--- src/rtl/mem_rsp_delay_shim.sv ---
// Response delay shim between TL-UL SRAM adapters and 1-cycle SRAM models.
// Each channel queues accepted requests and releases responses in order after a per-request latency.
module mem_rsp_delay_shim #(
  parameter int unsigned NumChan        = 2,
  parameter int unsigned DataW          = 32,
  parameter int unsigned MaxOutstanding = 4,
  parameter int unsigned MaxLatency     = 8,
  parameter bit          WriteAck       = 1'b0,
  localparam int unsigned LatW          = $clog2(MaxLatency + 1),
  localparam int unsigned CntW          = $clog2(MaxOutstanding + 1)
) (
  input  logic                           clk_i,
  input  logic                           rst_i,
  input  logic [NumChan-1:0]             up_req_i,
  input  logic [NumChan-1:0]             up_we_i,
  output logic [NumChan-1:0]             up_gnt_o,
  output logic [NumChan-1:0]             up_rvalid_o,
  output logic [NumChan-1:0][DataW-1:0]  up_rdata_o,
  output logic [NumChan-1:0]             dn_req_o,
  input  logic [NumChan-1:0]             dn_gnt_i,
  input  logic [NumChan-1:0][DataW-1:0]  dn_rdata_i,
  input  logic [NumChan-1:0][LatW-1:0]   lat_i,
  output logic [NumChan-1:0][CntW-1:0]   outstanding_o,
  output logic [NumChan-1:0]             full_o
);

  localparam int unsigned PtrW  = (MaxOutstanding > 1) ? $clog2(MaxOutstanding) : 1;
  localparam int          Depth = int'(MaxOutstanding);

  function automatic logic [PtrW-1:0] ptr_inc(input logic [PtrW-1:0] ptr);
    logic [PtrW-1:0] nxt;
    if (ptr == PtrW'(MaxOutstanding - 1)) begin
      nxt = '0;
    end else begin
      nxt = ptr + PtrW'(1);
    end
    return nxt;
  endfunction

  function automatic logic [LatW-1:0] lat_clamp(input logic [LatW-1:0] lat);
    logic [LatW-1:0] eff;
    if (lat == '0) begin
      eff = LatW'(1);
    end else if (lat > LatW'(MaxLatency)) begin
      eff = LatW'(MaxLatency);
    end else begin
      eff = lat;
    end
    return eff;
  endfunction

  for (genvar c = 0; c < NumChan; c++) begin : g_chan
    logic [MaxOutstanding-1:0] we_q, we_d, dv_q, dv_d;
    logic [LatW-1:0]           rem_q  [MaxOutstanding];
    logic [LatW-1:0]           rem_d  [MaxOutstanding];
    logic [DataW-1:0]          data_q [MaxOutstanding];
    logic [DataW-1:0]          data_d [MaxOutstanding];
    logic [PtrW-1:0]           rptr_q, rptr_d, wptr_q, wptr_d, cap_idx_q, cap_idx_d;
    logic [CntW-1:0]           cnt_q, cnt_d;
    logic                      full_q, full_d, cap_q, cap_d;
    logic                      full, accept, head_due, rvalid;
    logic [DataW-1:0]          rdata;

    // Handshake and in-order response selection; a latency-1 head bypasses the capture flop.
    always_comb begin
      full     = (cnt_q == CntW'(MaxOutstanding));
      accept   = up_req_i[c] & dn_gnt_i[c] & ~full & ~rst_i;
      head_due = (cnt_q != '0) & (rem_q[rptr_q] <= LatW'(1));
      rvalid   = head_due & (~we_q[rptr_q] | WriteAck) & ~rst_i;
      if (rvalid && !we_q[rptr_q]) begin
        rdata = dv_q[rptr_q] ? data_q[rptr_q] : dn_rdata_i[c];
      end else begin
        rdata = '0;
      end
    end

    assign dn_req_o[c]      = up_req_i[c] & ~full & ~rst_i;
    assign up_gnt_o[c]      = dn_gnt_i[c] & ~full & ~rst_i;
    assign up_rvalid_o[c]   = rvalid;
    assign up_rdata_o[c]    = rdata;
    assign outstanding_o[c] = cnt_q;
    assign full_o[c]        = full_q;

    // Queue update: age entries, capture read data, pop the due head, push the accepted request.
    always_comb begin
      we_d      = we_q;
      dv_d      = dv_q;
      rem_d     = rem_q;
      data_d    = data_q;
      rptr_d    = rptr_q;
      wptr_d    = wptr_q;
      cap_d     = 1'b0;
      cap_idx_d = cap_idx_q;
      for (int i = 0; i < Depth; i++) begin
        if (rem_q[i] != '0) begin
          rem_d[i] = rem_q[i] - LatW'(1);
        end else begin
          rem_d[i] = rem_q[i];
        end
      end
      if (cap_q) begin
        data_d[cap_idx_q] = dn_rdata_i[c];
        dv_d[cap_idx_q]   = 1'b1;
      end else begin
        dv_d = dv_d;
      end
      if (head_due) begin
        rptr_d = ptr_inc(rptr_q);
      end else begin
        rptr_d = rptr_q;
      end
      if (accept) begin
        we_d[wptr_q]   = up_we_i[c];
        dv_d[wptr_q]   = 1'b0;
        data_d[wptr_q] = '0;
        rem_d[wptr_q]  = lat_clamp(lat_i[c]);
        cap_d          = ~up_we_i[c];
        cap_idx_d      = wptr_q;
        wptr_d         = ptr_inc(wptr_q);
      end else begin
        wptr_d = wptr_q;
      end
      case ({accept, head_due})
        2'b10:   cnt_d = cnt_q + CntW'(1);
        2'b01:   cnt_d = cnt_q - CntW'(1);
        default: cnt_d = cnt_q;
      endcase
      full_d = (cnt_d == CntW'(MaxOutstanding));
    end

    // State registers with synchronous reset; reset drops every pending response.
    always_ff @(posedge clk_i) begin
      if (rst_i) begin
        we_q      <= '0;
        dv_q      <= '0;
        rptr_q    <= '0;
        wptr_q    <= '0;
        cap_idx_q <= '0;
        cnt_q     <= '0;
        full_q    <= 1'b0;
        cap_q     <= 1'b0;
        for (int i = 0; i < Depth; i++) begin
          rem_q[i]  <= '0;
          data_q[i] <= '0;
        end
      end else begin
        we_q      <= we_d;
        dv_q      <= dv_d;
        rptr_q    <= rptr_d;
        wptr_q    <= wptr_d;
        cap_idx_q <= cap_idx_d;
        cnt_q     <= cnt_d;
        full_q    <= full_d;
        cap_q     <= cap_d;
        rem_q     <= rem_d;
        data_q    <= data_d;
      end
    end
  end

endmodule

--- config.mk ---
export PLATFORM = sky130hd
export DESIGN_NAME = mem_rsp_delay_shim
export DESIGN_NICKNAME = d
export VERILOG_FILES = /design/src/rtl/mem_rsp_delay_shim.sv
export SDC_FILE = /design/constraint.sdc
export NUM_CORES = 1
export LEC_CHECK = 0
export ABC_AREA = 1
export CAP_MARGIN = 10
export CORE_MARGIN = 2
export CORE_UTILIZATION = 38
export CTS_CLUSTER_SIZE = 40
export DETAILED_ROUTE_END_ITERATION = 10
export GPL_ROUTABILITY_DRIVEN = 0
export PLACE_DENSITY = 0.67
export SLEW_MARGIN = 30
export SYNTH_ARGS = -nofsm -noshare
export SYNTH_HDL_FRONTEND = slang
export SYNTH_SLANG_ARGS = --single-unit
--- constraint.sdc ---
create_clock -name clk_i -period 4.74 [get_ports clk_i]
set_input_delay 1.185 -clock clk_i [delete_from_list [all_inputs] [get_ports clk_i]]
set_output_delay 1.185 -clock clk_i [all_outputs]
set_load 0.005 [all_outputs]
-- Yosys cells after proc, flatten, opt, wreduce, memory -nomap -nowiden
Cells that the tools add are included.
W data, S select, Z words.
- mux-type cells: 80
- eq/ne operators: 12
- reduce and logical (&&, ||, !) cells: 26
- add/subtract/negate cells: 16
- $lt $le $gt $ge: 24
- bitwise operators: 45
- operators with widths (cell ; count):
    $mux W128 ; 4
    $mux W32 ; 12
    $and A128 B128 Y128 ; 2
    $bwmux W128 ; 2
    $demux W32 S2 ; 4
    $not A128 Y128 ; 2
    $bmux W32 S2 ; 2
    $mux W4 ; 24
    $bwmux W16 ; 2
    $mux W16 ; 2
    $reduce_bool A4 Y1 ; 8
    $sub A4 B1 Y4 const B ; 8
    $and A1 B1 Y1 ; 20
    $ge A3 B3 Y1 const B ; 6
    $lt A2 B3 Y1 const B ; 6
    $not A2 Y3 ; 6
    $bmux W4 S2 ; 2
    $demux W4 S2 ; 2
    $eq A2 B2 Y1 const B ; 6
    $eq A3 B3 Y1 const B ; 4
    $lt A3 B1 Y1 const B ; 4
    $pmux W3 S2 ; 2
    $logic_and A1 B1 Y1 ; 10
    $not A1 Y1 ; 9
    other kinds (19) ; 54
- bits of input ports: 80
- logic and storage cells: 235
- flip-flop bits (word level): 326

-- Depth between registers and ports, before layout
Gate-level depths: netlist of the first run.
- word-level depth: 10
- depth in mapped cells: 15
- depth with buffers taken out: 14

-- Worst setup path before layout of the first run
OpenSTA, ideal clock, no wires.
- kind: in2out
- start point: in rst_i
- end point: out dn_req_o[1]
- stages: 6
- buffers on the path: 3
- setup slack: 1.607 ns
- required time: 3.555 ns
- data arrival time: 1.948 ns
- cell sequence: buf_4 inv_2 buf_4 buf_2 nand2_1 nor2_1
- word-level cells in the longest chain between the ends: 2
- ends and longest elaborated chain (what ; RTL line ; text):
    start, declared ; 13 ; input logic rst_i,
    $not A1 Y1 ; 77 ; assign dn_req_o[c] = up_req_i[c] & ~full & ~rst_i;
    $and A1 B1 Y1 ; 77 ;
    end, declared ; 19 ; output logic [NumChan-1:0] dn_req_o,
No other way between the ends.

==> results of run 1 <==
[report_power, final]
part / total, mW / switching [mW] / leakage, nW / internal, mW
sequential: 3.15 / 0.218 / 2.64 / 2.93
combinational: 3.02 / 1.88 / 4.46 / 1.14
clock: 2.97 / 1.19 / 0.627 / 1.77
[kinds of logic after synthesis]
group                      count (synthesis)  synth area share
buffers and inverters                    370             0.104
and+or+nand+nor                          762             0.203
DFF                                      326             0.411
adders and majority gates                 22            0.0183
xor gates and xnor gates                  10           0.00551
muxes                                     95            0.0598
AOI/OAI and AO/OA                        549             0.199
[cell usage after synthesis (2+ instances only)]
cell	count	area [sq um]
a211oi_1	128	961
a21oi_1	165	826
o21ai_1	55	275
buf_6	15	169
mux2i_1	95	951
xor2_1	10	87.6
a22oi_1	7	52.6
nand4_1	4	25.0
nand2_1	231	867
o21ai_0	176	881
fa_1	2	40.0
nand4_4	6	128
a21boi_0	6	45.0
buf_2	80	400
nand3_1	23	115
clkbuf_2	2	10.0
nand2_2	12	75.1
nor2_8	2	40.0
nand3_2	7	70.1
nand3_4	2	35.0
ha_1	20	250
nand4_2	2	25.0
clkbuf_1	25	93.8
inv_2	9	33.8
nor2_2	3	18.8
inv_1	219	822
nor2_1	424	1590
buf_1	5	18.8
buf_4	13	97.6
o211ai_2	5	62.6
dfxtp_1	326	6530
nor3_1	43	215
o211ai_1	6	45.0
[final timing paths]
| check | to | startpoint | slack [ns] | cells past startpoint |
|---|---|---|---|---|
| max | up_rdata_o[8] | g_chan[0].rptr_q[0] | 0.33 | 8 |
| min | g_chan[1].we_q[2] | g_chan[1].we_q[2] | 0.45 | 2 |
| max reg2reg | g_chan[1].full_q | g_chan[1].rptr_q[1] | 2.06 | 13 |
| min reg2reg | g_chan[1].we_q[2] | g_chan[1].we_q[2] | 0.45 | 2 |
[worst max-delay path: stages, from the launching register on]
cell and delay [ns]:
dfxtp_4 0.75, buf_4 0.69, a21oi_1 0.15, o21ai_0 0.12
nand2_1 0.08, nand2_1 0.11, o21ai_1 0.10, nor2_1 0.12
clkdlybuf4s50_1 0.52
[per-stage QoR]
step	setup slack [ns]	hold slack, ns	util	cell area, sq um
5_1_grt	0.0397	0.472	0.458	18800
4_1_cts	0.343	0.445	0.458	18800
6_report	0.327	0.449	0.458	18800
2_1_floorplan	1.61	0.420	-	15900
3_5_place_dp	0.377	0.437	0.427	17500
3_3_place_gp	0.450	0.431	0.427	17500
[registers in the layout (all words and copies together), names as in the netlist]
signal and count:
g_chan.data_q 256, g_chan.rem_q 32, g_chan.dv_q 8, g_chan.we_q 8, g_chan.cnt_q 6, g_chan.cap_idx_q 4, g_chan.rptr_q 4, g_chan.wptr_q 4
g_chan.cap_q 2, g_chan.full_q 2
[layer usage]
layer | vias to the layer above | global-route usage | part of all wire
met2 | 354 | 0.341 | 0.48
li1 | 7171 | - | -
met5 | - | 0 | 0.00058
met3 | 58 | 0.0340 | 0.060
met1 | 6715 | 0.243 | 0.44
met4 | 4 | 0.0640 | 0.022
[cells in the final DEF (no fill, tap or decap), types with 4 or more instances in the layout]
cell and instances:
a211oi_1 128, a21boi_0 6, a21oi_1 165, a22oi_1 7
buf_4 19, clkbuf_1 6, clkbuf_16 39, clkbuf_8 6
clkdlybuf4s50_1 157, clkinv_2 9, dfxtp_1 324, ha_1 20
inv_1 219, inv_2 9, mux2i_1 95, nand2_1 227
nand2_2 16, nand3_1 23, nand3_2 7, nand4_1 4
nand4_4 6, nor2_1 424, nor3_1 43, o211ai_1 6
o211ai_2 5, o21ai_0 176, o21ai_1 55, xor2_1 10
[final cells by class]
class | instances | area share
Inverter | 230 | 0.0461
Multi-Input combinational cell | 1438 | 0.411
Tap cell | 532 | 0.0354
Clock buffer | 51 | 0.0575
Timing Repair Buffer | 177 | 0.0923
Clock inverter | 17 | 0.0102
Sequential cell | 326 | 0.348
==> impl_results.md, run 1 <==
* Proportion of layout cells with a drive suffix above 1 at 0.0616
* Setup Total Neg Slack at 0 ns
* H-tree depth at 2
* Post-synth EDFFs at 0
* Rel. slew slack at 0.355
* Synth Register Bits at 326
* DRT iter0 DRCs at 885
* Leakage Power at 7.73 nW
* Tmin final at 4.41 ns
* Rows at 74
* Antenna Nets Post-Route at 0
* Final std cells w/o fill at 2,771
* Vias at 14,302
* Area grow syn2layout at 18.2%
* Data required time of the worst path at 3.56 ns
* Cells resized by post-CTS repair at 0
* I/O pin total at 158
* Run status: finished clean
* Final hold vios at 0
* Synth Instances at 2,134
* Insertion delay to the later sink of the worst-skew pair at 0.55 ns
* Initial Util at 0.388
* RSZ-0062 raised after global routing: false
* Die area at 0.0435 sq mm
* Ant. Diodes at 0
* DRT Wirelength at 43.0 mm
* CTS Buffer Depth at 3
* Max Fclk at 227 MHz
* Initial antenna violation count at 2
* Gr ovfl total at 0
* Worst Path Arrival at 3.23 ns
* Total power at 9.13 mW
* Vias per inst at 5.16
* Synth Flop Type: dfxtp_1
* Post-Syn Nets at 2,236
* Final Max Tran Viols at 0
* HPWL after DPL at 26.3 mm
* GRT Total Usage at 0.195
* Sequential cell area at 0.00653 sq mm
* Largest net degree at the start of global routing at 93
* Core Area at 0.0410 sq mm
* Postcts setup bufs at 0
* Final worst path period share at 0.931
* Die Y-Extent at 209 um
* TritonCTS Buffers at 38
* Die width at 209 um
* Register area share after synthesis at 0.411
* Syn_area_per_cell at 7.45 sq um
* First-pass DRT Iterations at 5
* Ys async rst share at 0
* Maximum VDD drop at 0.248 mV
* WL/cell at 15.5 um
* Synthesized cell area at 0.0159 sq mm
* Fill count at 4,021
* # setup viols final at 0
* Dpl cells at 2,703
* Clock-pin slew on the worst setup and hold paths at 0.06 ns
* Max-Cap Viols at 0
* CTS root buf: clkbuf_16
* Multi-input logic area at 0.00772 sq mm
* Startpoint types: flip-flop
* Remaining DRCs at 0
* Synth warn at 0
* Setup CP Type: reg2out
* PD cells at 486 mW/mm^2
* Unique masters post-synth at 39
* Worst setup EP type: primary output
* Clock sinks at 326
* First-pass GRT wire length at 70.3 mm
* Clk_skew at 0.0199 ns
* CP Max Fanout at 80
* Nets at 2,313
* Vias in the first global route at 14,048
* Hold Path Class: reg2reg
* Slew @ Worst Pin at 0.964 ns
* CTS tree: done
* Number of port buffers at 157
* Hold-fix buffers, CTS at 0
No activity file was read; power rests on OpenSTA's default activity.
==> run 2, diff against run 1 <==
--- a/config.mk
+++ b/config.mk
@@ -12,6 +12,7 @@
 export CTS_CLUSTER_SIZE = 40
 export DETAILED_ROUTE_END_ITERATION = 10
 export GPL_ROUTABILITY_DRIVEN = 0
+export GPL_TIMING_DRIVEN = 0
 export PLACE_DENSITY = 0.67
 export SLEW_MARGIN = 30
 export SYNTH_ARGS = -nofsm -noshare
==> impl_results.md, run 2 (synthesized netlist as in run 1, its figures left out) <==
* Slew @ Worst Pin at 0.641 ns (-0.323 ns)
* Postcts setup bufs at 0 (unchanged)
* Most common cell after layout, fill and taps aside: nor2_1
* Data required time of the worst path at 3.56 ns (about the same)
* CTS Buffer Depth at 3 (unchanged)
* Die width at 209 um (unchanged)
* Pre-CTS WS at 0.695 ns (+0.317 ns)
* Final hold vios at 0 (unchanged)
* Vias in the first global route at 14,947 (+6.4%)
* Rel. slew slack at 0.573 (+0.217)
* Most frequent cells in the layout: 424 x nor2_1, 326 x dfxtp_1, 231 x nand2_1
* Die Y-Extent at 209 um (unchanged)
* Number of flip-flops in the largest register at 256 (unchanged)
* Critical path startpoint: rst_i
* DRT Wirelength at 48.0 mm (+12%)
* Max stage delay on crit path at 0.55 ns (-0.20 ns)
* CP dominant cell by count: buf_4
* # setup viols final at 0 (unchanged)
* Final core utilization at 0.472 (+0.0140)
* Sequential cell area at 0.00653 sq mm (-0.11%)
* Insertion delay to the later sink of the worst-skew pair at 0.55 ns (about the same)
* Final Max Tran Viols at 0 (unchanged)
* Clock sinks at 326 (unchanged)
* Largest net degree at the start of global routing at 13 (-86%)
* Fill count at 3,972 (-1.2%)
* Hold path depth at 2 (unchanged)
* Proportion of layout cells with a drive suffix above 1 at 0.0918 (+0.0301)
* First-pass GRT wire length at 77.5 mm (+10%)
* Rows at 74 (unchanged)
* Vias per inst at 5.27 (+2.0%)
* RSZ-0062 raised after global routing: false
* Vias at 15,202 (+6.3%)
* TritonCTS Buffers at 38 (unchanged)
* CTS tree: done
* Largest Register: g_chan.data_q
* Slowest cell on crit path: clkdlybuf4s50_1
* Worst Path Arrival at 2.85 ns (-0.38 ns)
* Core Area at 0.0410 sq mm (unchanged)
* Run status: finished clean
* Number of cells on the worst reg-to-reg path at 12 (-1)
* Setup CP Type: in2out
* Startpoint types: input pin
* Hold Path Class: reg2reg
* Clock-pin slew on the worst setup and hold paths at 0.06 ns (about the same)
* Initial antenna violation count at 2 (unchanged)
* I/O pin total at 158 (unchanged)
* Cells resized by post-CTS repair at 0 (unchanged)
* Max-Cap Viols at 0 (unchanged)
* Leakage Power at 8.11 nW (+4.9%)
* Remaining DRCs at 0 (unchanged)
* H-tree depth at 2 (unchanged)
* Nets at 2,430 (+5.1%)
* R2r startpoint: g_chan[0].rptr_q[1]
* Hold_sp: g_chan[1].we_q[2]
* Die area at 0.0435 sq mm (unchanged)
* Tmin final at 4.03 ns (-0.383 ns)
* Antenna Nets Post-Route at 0 (unchanged)
* Area grow syn2layout at 21.9%
* GRT Total Usage at 0.219 (+0.0237)
* Clk_skew at 0.0141 ns (-0.00575 ns)
* Setup Total Neg Slack at 0 ns (unchanged)
* Hold-fix buffers, CTS at 0 (unchanged)
* Multi-input logic area at 0.00771 sq mm (-0.13%)
* Worst setup EP type: primary output
* Maximum VDD drop at 0.235 mV (-5.0%)
* HPWL after DPL at 34.0 mm (+29%)
* CTS root buf: clkbuf_16
* DRT iter0 DRCs at 1,402 (+58%)
* Initial Util at 0.388 (unchanged)
* WL/cell at 16.6 um (+7.2%)
* Number of port buffers at 154 (-1.9%)
* PD cells at 489 mW/mm^2 (+0.70%)
* Worst setup margin at 0.710 ns (+0.383 ns)
* First-pass DRT Iterations at 5 (unchanged)
* CP Max Fanout at 10 (-88%)
* Critical Path, Cell by Cell: buf_4, inv_2, buf_4, buf_2, nand2_1, nor2_1, clkdlybuf4s50_1
* Final worst path period share at 0.850 (-0.0808)
* Gr ovfl total at 0 (unchanged)
* Biggest regs: g_chan.data_q (256), g_chan.rem_q (32)
* Max Fclk at 248 MHz (+9.5%)
==> run 2: cell count changes in the layout (fill, tap and decap cells not counted), sizes merged <==
cell / previous run / this run
clkinv: 13 / 3
buf: 20 / 113
inv: 229 / 231
bufinv: 3 / 2
clkdlybuf4s50: 157 / 154
clkbuf: 51 / 87
clkinvlp: 2 / 0
diode: 0 / 1
==> run 2: worst max-delay path, delay by kind of cell <==
family	cells	cell delay (ns)
AND/OR/NAND/NOR	2	0.31
buffers and inverters	5	1.34
==> run 2: final timing paths <==
check                      end  slack (ns)
max                dn_req_o[1]        0.71
min          g_chan[1].we_q[2]        0.44
max reg2reg   g_chan[0].full_q        2.37
min reg2reg  g_chan[1].we_q[2]        0.44
==> run 2: per-layer routing <==
layer / routed length [um] / track usage / vias up
li1: - / - / 7408
met1: 21300 / 0.287 / 7152
met2: 21900 / 0.358 / 527
met3: 3220 / 0.0312 / 113
met4: 1610 / 0.0943 / 2
met5: 12 / 0 / -
==> run 2: where the power goes <==
group / leakage, nW / switching [mW] / total (mW) / internal (mW)
clock: 0.622 / 1.19 / 2.98 / 1.80
combinational: 4.85 / 2.16 / 3.44 / 1.28
sequential: 2.64 / 0.128 / 3.05 / 2.92
total: 8.11 / 3.48 / 9.48 / 6.00
==> run 2: cell type report <==
type / count / area share
flip-flops and latches: 326 / 0.337
clock buffers: 60 / 0.0601
well taps: 532 / 0.0344
clock inverters: 6 / 0.00510
diodes: 1 / 0.000129
inverters: 230 / 0.0447
repair buffers: 154 / 0.0796
plain buffers: 140 / 0.0408
multi-input cells: 1438 / 0.398
==> run 2: through the flow <==
stage / hold slack (ns) / power (mW) / cells / cell area [sq um]
6_report: 0.441 / 9.48 / 2887 / 19400
5_1_grt: 0.452 / 10.1 / 2887 / 19400
4_1_cts: 0.441 / 9.48 / 2886 / 19400
3_5_place_dp: 0.433 / 6.49 / 2820 / 18100
3_3_place_gp: 0.428 / 6.42 / 2820 / 18100
2_1_floorplan: 0.420 / 5.34 / 2134 / 15900
==> run 3, diff against run 2 <==
--- a/config.mk
+++ b/config.mk
@@ -13,7 +13,7 @@
 export DETAILED_ROUTE_END_ITERATION = 10
 export GPL_ROUTABILITY_DRIVEN = 0
 export GPL_TIMING_DRIVEN = 0
-export PLACE_DENSITY = 0.67
+export PLACE_DENSITY = 0.65
 export SLEW_MARGIN = 30
 export SYNTH_ARGS = -nofsm -noshare
 export SYNTH_HDL_FRONTEND = slang
==> impl_results.md, run 3 (synthesized netlist as in run 1, its figures left out) <==
* Run status: finished clean
* Final worst path period share at 0.837 (-0.0128)
* Setup CP Type: in2out
* Clock sinks at 326 (unchanged)
* Area after DPL at 0.0181 sq mm (unchanged)
* Biggest regs: g_chan.data_q (256), g_chan.rem_q (32)
* Proportion of layout cells with a drive suffix above 1 at 0.0934 (+0.00162)
* Number of port buffers at 154 (unchanged)
* Vias per inst at 5.18 (-1.6%)
* Clock-pin slew on the worst setup and hold paths at 0.06 ns (about the same)
* TritonCTS Buffers at 38 (unchanged)
* H-tree depth at 2 (unchanged)
* RSZ-0062 raised after global routing: false
* Final Max Tran Viols at 0 (unchanged)
* Vias in the first global route at 14,556 (-2.6%)
* Final hold vios at 0 (unchanged)
* Number of flip-flops in the largest register at 256 (unchanged)
* Slew @ Worst Pin at 0.695 ns (+0.0540 ns)
* Worst hold slack at 0.452 ns (+0.0106 ns)
* First-pass DRT Iterations at 7 (+2)
* PD cells at 490 mW/mm^2 (+0.14%)
* CTS Buffer Depth at 3 (unchanged)
* Tmin final at 3.97 ns (-0.0608 ns)
* Die width at 209 um (unchanged)
* Final core utilization at 0.473 (+0.000702)
* Die Y-Extent at 209 um (unchanged)
* Total power at 9.50 mW (+0.29%)
* Rel. slew slack at 0.537 (-0.0360)
* Largest net degree at the start of global routing at 14 (+1)
* Insertion delay to the later sink of the worst-skew pair at 0.57 ns (+0.02 ns)
* DRT Wirelength at 47.8 mm (-0.60%)
* Vias at 14,962 (-1.6%)
* I/O pin total at 158 (unchanged)
* DRT iter0 DRCs at 1,106 (-21%)
* Hold Path Class: reg2reg
* Initial antenna violation count at 2 (unchanged)
* Remaining DRCs at 0 (unchanged)
* Setup Total Neg Slack at 0 ns (unchanged)
* CTS root buf: clkbuf_16
* Startpoint types: input pin
* Cells resized by post-CTS repair at 0 (unchanged)
* HPWL after DPL at 33.8 mm (-0.60%)
* Max Fclk at 252 MHz (+1.5%)
* Hold-fix buffers, CTS at 0 (unchanged)
* # setup viols final at 0 (unchanged)
* WL/cell at 16.5 um (-0.66%)
* Maximum VDD drop at 0.260 mV (+10%)
* Die area at 0.0435 sq mm (unchanged)
* CTS tree: done
* Largest Register: g_chan.data_q
* Nets at 2,430 (unchanged)
* Area grow syn2layout at 22.0%
* Clk_skew at 0.0354 ns (+0.0213 ns)
* Core Area at 0.0410 sq mm (unchanged)
* Antenna Nets Post-Route at 0 (unchanged)
* Worst Path Arrival at 2.78 ns (-0.07 ns)
* Leakage Power at 8.12 nW (+0.16%)
* Max-Cap Viols at 0 (unchanged)
* GRT Total Usage at 0.217 (-0.00140)
* Gr ovfl total at 0 (unchanged)
* Initial Util at 0.388 (unchanged)
* First-pass GRT wire length at 77.1 mm (-0.50%)
* CP Max Fanout at 10 (unchanged)
* Most common cell after layout, fill and taps aside: nor2_1
* Most frequent cells in the layout: 424 x nor2_1, 326 x dfxtp_1, 231 x nand2_1
* Rows at 74 (unchanged)
* Worst setup EP type: primary output
* Postcts setup bufs at 0 (unchanged)
* Data required time of the worst path at 3.56 ns (about the same)
* Design area at 0.0194 sq mm (+0.15%)
run 3: through the flow:
step,worst slack [ns],instances
after floorplan,1.61,2134
after global placement,0.762,2820
after detailed placement,0.767,2820
after CTS,0.765,2888
after global routing,0.623,2889
final,0.771,2889
run 3: layer usage:
layer	wire length, um	part of all wire	up-vias	track usage
li1	-	-	7411	-
met1	21400	0.45	6995	0.288
met2	22000	0.46	479	0.355
met3	3240	0.068	75	0.0438
met4	1070	0.022	2	0.0672
met5	10	0.00021	-	0
run 3: path summary, 6_finish.rpt:
| kind | startpoint | to | slack (ns) | cells after the start |
|---|---|---|---|---|
| hold reg to reg | g_chan[1].dv_q[3] | g_chan[1].dv_q[3] | 0.45 | 2 |
| setup / recovery | rst_i | dn_req_o[1] | 0.77 | 7 |
| hold / removal | g_chan[1].dv_q[3] | g_chan[1].dv_q[3] | 0.45 | 2 |
| setup reg to reg | g_chan[0].rptr_q[1] | g_chan[0].full_q | 2.41 | 13 |
run 3: worst max-delay path, cell delays in order:
cell	delay, ns
buf_4	0.18
inv_2	0.09
buf_4	0.21
buf_2	0.31
nand2_1	0.09
nor2_1	0.09
clkdlybuf4s50_1	0.62
run 3: power breakdown:
group,leakage [nW],switching (mW),internal (mW),total [mW]
logic,4.85,2.13,1.28,3.41
clock network,0.635,1.22,1.83,3.05
registers,2.64,0.121,2.92,3.04
total,8.12,3.47,6.04,9.50
run 3: area by class of cell:
| type | instances | area [sq um] |
|---|---|---|
| Fill cell | 4056 | 21600 |
| Multi-Input combinational cell | 1438 | 7710 |
| Sequential cell | 326 | 6530 |
| Timing Repair Buffer | 154 | 1540 |
| Clock buffer | 53 | 1090 |
| Inverter | 230 | 866 |
| Buffer | 140 | 790 |
| Tap cell | 532 | 666 |
| Clock inverter | 15 | 204 |
| Antenna cell | 1 | 2.50 |
